==> config.mk <==
export PLATFORM = sky130hd
export DESIGN_NAME = regfile_wb_sched_flat
export DESIGN_NICKNAME = d
export VERILOG_FILES = /design/src/rtl/regfile_wb_sched_pkg.sv /design/src/rtl/regfile_wb_sched_if.sv /design/src/rtl/regfile_wb_sched_slot.sv /design/src/rtl/regfile_wb_sched.sv /design/src/flat_wrapper.sv
export SDC_FILE = /design/constraint.sdc
export NUM_CORES = 1
export LEC_CHECK = 0
export ABC_CLOCK_PERIOD_IN_PS = 8300
export CELL_PAD_IN_SITES_DETAIL_PLACEMENT = 2
export CELL_PAD_IN_SITES_GLOBAL_PLACEMENT = 2
export CORE_UTILIZATION = 31
export CTS_BUF_LIST = sky130_fd_sc_hd__clkbuf_8
export DETAILED_ROUTE_END_ITERATION = 7
export GPL_TIMING_DRIVEN = 0
export PLACE_DENSITY = 0.77
export SETUP_SLACK_MARGIN = 0.05
export SYNTH_ARGS = -nofsm -noshare
export SYNTH_HDL_FRONTEND = slang
export SYNTH_SLANG_ARGS = --single-unit
export TNS_END_PERCENT = 5
==> constraint.sdc <==
create_clock -name clk -period 8.3 [get_ports clk]
set_clock_uncertainty 0.1 [all_clocks]
set_input_delay 1.245 -clock clk [delete_from_list [all_inputs] [get_ports clk]]
set_output_delay 1.245 -clock clk [all_outputs]
set_load 0.01 [all_outputs]
==> src/rtl/regfile_wb_sched_pkg.sv <==
// regfile_pkg: shared constants and the write-back request type for the
// register-file write-back scheduler.
//   DATA_W   - register width
//   ADDR_W   - register index width
//   NREG     - register count (2**ADDR_W)
//   ZERO_REG - hard-wired zero register; writes to it are discarded
//   wb_req_t - one pending write {rd, data}
package regfile_pkg;
  localparam int DATA_W = 64;
  localparam int ADDR_W = 5;
  localparam int NREG   = 2**ADDR_W;
  localparam logic [ADDR_W-1:0] ZERO_REG = ADDR_W'(31);
  localparam int NPORT  = 2;

  typedef struct packed {
    logic [ADDR_W-1:0] rd;
    logic [DATA_W-1:0] data;
  } wb_req_t;
endpackage

==> src/rtl/regfile_wb_sched_if.sv <==
// regfile_wb_sched_if: the two write-back requester handshakes
// (port 0 = ALU results, port 1 = load results).
//   master - requester side: drives valid/rd/data, receives ready
//   slave  - scheduler side
interface regfile_wb_sched_if
  import regfile_pkg::*;
();
  logic              wb0_valid, wb0_ready;
  logic [ADDR_W-1:0] wb0_rd;
  logic [DATA_W-1:0] wb0_data;
  logic              wb1_valid, wb1_ready;
  logic [ADDR_W-1:0] wb1_rd;
  logic [DATA_W-1:0] wb1_data;

  modport master (output wb0_valid, wb0_rd, wb0_data, wb1_valid, wb1_rd, wb1_data,
                  input  wb0_ready, wb1_ready);
  modport slave  (input  wb0_valid, wb0_rd, wb0_data, wb1_valid, wb1_rd, wb1_data,
                  output wb0_ready, wb1_ready);
endinterface

==> src/rtl/regfile_wb_sched_slot.sv <==
// wb_slot: one-entry holding register for a write-back requester.
//   clk/reset  - clock, async active-high reset
//   in_valid   - requester has a write pending
//   in_req     - incoming {rd, data}
//   grant      - arbiter is draining this slot this cycle
//   ready      - slot accepts this cycle (empty, or draining now)
//   full / req - held entry
module wb_slot
  import regfile_pkg::*;
(
  input  logic    clk,
  input  logic    reset,
  input  logic    in_valid,
  input  wb_req_t in_req,
  input  logic    grant,
  output logic    ready,
  output logic    full,
  output wb_req_t req
);
  // Depends only on slot state and grant, so valid never feeds back into ready.
  assign ready = !full || grant;

  always_ff @(posedge clk or posedge reset) begin
    if (reset) begin
      full <= 1'b0;
      req  <= '0;
    end else if (in_valid && ready) begin
      full <= 1'b1;
      req  <= in_req;
    end else if (grant) begin
      full <= 1'b0;
    end
  end
endmodule

==> src/rtl/regfile_wb_sched.sv <==
// regfile_wb_sched: shares the register file's single write port between
// two write-back requesters through per-port holding slots and a
// round-robin arbiter, and keeps a per-register busy scoreboard.
//   clk, reset          - clock, async active-high reset
//   wb                  - requester handshakes (slave modport)
//   issue_valid/rd      - issue stage allocates a destination
//   busy                - bit r set while a write to r is outstanding
//   RegWrite/Write_*    - registered register-file write port
module regfile_wb_sched
  import regfile_pkg::*;
(
  input  logic                 clk,
  input  logic                 reset,
  regfile_wb_sched_if.slave    wb,
  input  logic                 issue_valid,
  input  logic [ADDR_W-1:0]    issue_rd,
  output logic [NREG-1:0]      busy,
  output logic                 RegWrite,
  output logic [ADDR_W-1:0]    Write_register,
  output logic [DATA_W-1:0]    Write_data
);
  logic [NPORT-1:0] in_vld, rdy, full, grant;
  wb_req_t          in_req   [NPORT];
  wb_req_t          slot_req [NPORT];
  wb_req_t          gnt_req;
  logic             rr_ptr;
  logic [NREG-1:0]  busy_nxt;

  assign in_vld    = {wb.wb1_valid, wb.wb0_valid};
  assign in_req[0] = '{rd: wb.wb0_rd, data: wb.wb0_data};
  assign in_req[1] = '{rd: wb.wb1_rd, data: wb.wb1_data};
  assign wb.wb0_ready = rdy[0];
  assign wb.wb1_ready = rdy[1];

  for (genvar p = 0; p < NPORT; p++) begin : g_slot
    wb_slot u_slot (
      .clk      (clk),
      .reset    (reset),
      .in_valid (in_vld[p]),
      .in_req   (in_req[p]),
      .grant    (grant[p]),
      .ready    (rdy[p]),
      .full     (full[p]),
      .req      (slot_req[p])
    );
  end

  // rr_ptr only matters when both slots hold a write.
  always_comb begin
    grant = '0;
    case (full)
      2'b01:   grant = 2'b01;
      2'b10:   grant = 2'b10;
      2'b11:   grant = rr_ptr ? 2'b10 : 2'b01;
      default: grant = '0;
    endcase
  end

  assign gnt_req = grant[1] ? slot_req[1] : slot_req[0];

  always_ff @(posedge clk or posedge reset) begin
    if (reset) begin
      rr_ptr         <= 1'b0;
      RegWrite       <= 1'b0;
      Write_register <= '0;
      Write_data     <= '0;
    end else begin
      if (&full) rr_ptr <= ~rr_ptr;
      // Zero-register writes still drain their slot but never reach the file.
      if (|grant && gnt_req.rd != ZERO_REG) begin
        RegWrite       <= 1'b1;
        Write_register <= gnt_req.rd;
        Write_data     <= gnt_req.data;
      end else begin
        RegWrite       <= 1'b0;
      end
    end
  end

  // Clear first, then set: a same-edge reallocation is younger than the write.
  always_comb begin
    busy_nxt = busy;
    if (RegWrite) busy_nxt[Write_register] = 1'b0;
    if (issue_valid && issue_rd != ZERO_REG) busy_nxt[issue_rd] = 1'b1;
    busy_nxt[ZERO_REG] = 1'b0;
  end

  always_ff @(posedge clk or posedge reset) begin
    if (reset) busy <= '0;
    else       busy <= busy_nxt;
  end
endmodule

==> src/flat_wrapper.sv <==
// flat-port wrapper written by rule: the top's interface ports become plain ports
module regfile_wb_sched_flat import regfile_pkg::*;
  (clk, reset, issue_valid, issue_rd, busy, RegWrite, Write_register, Write_data, wb_wb0_valid, wb_wb0_rd, wb_wb0_data, wb_wb1_valid, wb_wb1_rd, wb_wb1_data, wb_wb0_ready, wb_wb1_ready);
  regfile_wb_sched_if wb_i ();
  input  logic clk;
  input  logic reset;
  input  logic issue_valid;
  input  logic [ADDR_W-1:0] issue_rd;
  output logic [NREG-1:0] busy;
  output logic RegWrite;
  output logic [ADDR_W-1:0] Write_register;
  output logic [DATA_W-1:0] Write_data;
  input wire logic [$bits(wb_i.wb0_valid)-1:0] wb_wb0_valid;
  input wire logic [$bits(wb_i.wb0_rd)-1:0] wb_wb0_rd;
  input wire logic [$bits(wb_i.wb0_data)-1:0] wb_wb0_data;
  input wire logic [$bits(wb_i.wb1_valid)-1:0] wb_wb1_valid;
  input wire logic [$bits(wb_i.wb1_rd)-1:0] wb_wb1_rd;
  input wire logic [$bits(wb_i.wb1_data)-1:0] wb_wb1_data;
  output wire logic [$bits(wb_i.wb0_ready)-1:0] wb_wb0_ready;
  output wire logic [$bits(wb_i.wb1_ready)-1:0] wb_wb1_ready;
  assign wb_i.wb0_valid = wb_wb0_valid;
  assign wb_i.wb0_rd = wb_wb0_rd;
  assign wb_i.wb0_data = wb_wb0_data;
  assign wb_i.wb1_valid = wb_wb1_valid;
  assign wb_i.wb1_rd = wb_wb1_rd;
  assign wb_i.wb1_data = wb_wb1_data;
  assign wb_wb0_ready = wb_i.wb0_ready;
  assign wb_wb1_ready = wb_i.wb1_ready;
  regfile_wb_sched u_core (.clk(clk), .reset(reset), .wb(wb_i), .issue_valid(issue_valid), .issue_rd(issue_rd), .busy(busy), .RegWrite(RegWrite), .Write_register(Write_register), .Write_data(Write_data));
endmodule
==> run metrics <==
clock slew at reported path FFs 60 ps; Clock Latency Late Sink approximately 540 ps; gpl congestion about 0.74; crit path launch type register; fraction of layout cells with a size suffix above 1 between 30% and 40%; fin cells 1403; Cells after DPL around 1.3k; DR pass1 iterations 4; Ys Warns 0; Post-Syn Area around 10000 um^2; antenna-violating nets left 0; Syn Area/Cell about 15 um^2; core area 31720 um^2; CP max-delay cell clkdlybuf4s50_1; number of port buffers between 200 and 300; # resized after CTS 0; Core Util, Final 44.22%; setup repair bufs after CTS 0; root buffer cell clkbuf_8; fmax roughly 0.3 GHz; Crit Path Class register to output port; WP data required a little under 7000 ps; final hold vios 0; asr flop ratio synth between 90% and 100%; worst-path cell chain nand2_1, or2_1, buf_6, clkdlybuf4s50_1; Critical Path AT between 1500 and 2000 ps; Leak between 5 and 6 nW; Post-synth EDFFs 0; ys flop type dfrtp_1; Tmin final approximately 3300 ps; fin. max-slew vios 0; clock sinks between 200 and 250; Slew HR roughly three fifths; largest net degree at the start of global routing around 110; initial core utilization between 30% and 40%; max-cap violations 0; Die Y approximately 180 um; cts hold-fix bufs 0; Sum Neg Setup Slack 0 ps; pwr dens 345.9 nW/um^2; GRT Total Usage 18.06%; outcome complete, no violations; via/cell ratio between 4 and 5; Synth-to-Final Area Change 39.79%; die footprint 33090 um^2; Design Power 4.852 mW; slowest stage delay, CP 530 ps; wirelength, routed around 29 mm; 1st-iter DRT viols between 150 and 200; global-route wire length before repair between 40 and 50 mm; FP Rows 65; unrepaired setup endpoints after global routing no; average wire per cell in the routed design slightly above 20 um; Nets roughly 1.1k; post-synthesis sequential area ratio 60.36%; DIE WIDTH roughly 180 um; Longest Clk Path Bufs 3; grt ovf 0; Synth Instances 665; CP Capture Type output port; IO Pins 252; dpl hpwl ~20 mm; Tcrit/Tclk final about 40%; DRC 0; maximum VDD drop ~140 uV; worst hold slack about 390 ps; Hold Path Class register to register; vias roughly 6.7k; CTS tree yes; CP max FO 4; endpoints failing setup 0; vias in the first global route approximately 7.7k; Worst-Margin Slew just under 600 ps; Netlist cell types 26; cts bufs inserted between 40 and 50; initial antenna violation count 8; FF+latch count, synth 242; Post-Syn Nets between 800 and 900; CTS H-tree depth 2
[registers in the layout (all words and copies together), names as in the netlist]
signal                     flops
u_core.g_slot.u_slot.req     138
u_core.Write_data             64
u_core.busy                   31
u_core.Write_register          5
u_core.g_slot.u_slot.full      2
u_core.RegWrite                1
u_core.rr_ptr                  1
[cell usage after synthesis (4+ instances only)]
library cell,number,area (um^2)
buf_6,4,45.04
mux2_4,10,150.1
nand3b_1,10,75.07
o21a_1,5,37.54
o22a_1,5,43.79
o21ai_0,62,310.3
buf_4,7,52.55
buf_2,17,85.08
nor2_1,5,18.77
nand3_1,7,35.03
clkbuf_1,5,18.77
nand2_1,11,41.29
dfrtp_1,242,6056
mux2_1,11,123.9
mux2_2,245,2759
[critical path, delay by kind of cell (launching register included)]
kind / cells / cell delay (ps)
flip-flops: 1 / 430
AND/OR/NAND/NOR: 2 / 330
buffers and inverters: 2 / 670
[cell type report]
class	count	area [um^2]
fillers	3125	17690
flip-flops and latches	242	6056
multi-input cells	386	3729
repair buffers	252	2557
clock buffers	60	825.8
well taps	402	503.0
plain buffers	35	241.5
clock inverters	22	93.84
inverters	2	15.01
diodes	2	5.005
[final timing paths]
check                                                  start                              end  slack [ps]  cells past startpoint
worst max-delay path            u_core.g_slot[1].u_slot.full                     wb_wb1_ready        4990                      4
max in group asynchronous                              reset                   u_core.busy[5]        5810                      4
min in group asynchronous                              reset  u_core.g_slot[0].u_slot.req[47]        1020                      2
worst min-delay path                   u_core.Write_data[18]            u_core.Write_data[18]         390                      1
worst min register to register         u_core.Write_data[18]            u_core.Write_data[18]         390                      1
worst max register to register                 u_core.rr_ptr            u_core.Write_data[14]        6010                      5
[cell usage in the layout, fill, tap and decap left out, types with 6 or more instances in the layout]
cell type and count:
buf_2 17, buf_4 7, clkbuf_8 60, clkdlybuf4s50_1 250, clkinv_2 6, dfrtp_1 242, inv_1 16, mux2_1 11
mux2_2 245, mux2_4 10, nand2_1 11, nand3_1 7, nand3b_1 10, o21ai_0 62
[power breakdown]
group / internal (mW) / switching, mW / leakage (nW)
clock: 0.644 / 0.506 / 0.535
combinational: 1.08 / 0.758 / 2.46
sequential: 1.62 / 0.247 / 2.80
total: 3.34 / 1.51 / 5.80
[logic make-up after synthesis]
family	Yosys count	share of synthesized area [%]
buf+inv	37	2.482
mux	266	30.23
simple gates	45	2.706
flops	242	60.36
other cells	1	0.03738
compound gates	74	4.190
[per-layer routing]
metal / share of wire (%) / up-vias / global-route usage [%] / routed length (um)
met5: 0.21 / - / 0 / 61
met1: 41 / 3406 / 21.87 / 11930
met2: 49 / 222 / 30.20 / 14230
li1: - / 3005 / - / -
met4: 1.9 / 10 / 4.908 / 545
met3: 8.1 / 50 / 6.619 / 2359
[stage by stage]
stage	worst slack, ps	area, um^2
3_3_place_gp	-3410	13040
6_report	4986	14030
5_1_grt	4862	14030
2_1_floorplan	310.2	10030
4_1_cts	4945	14020
3_5_place_dp	5163	13100
Power figures use the tool's default switching activity.
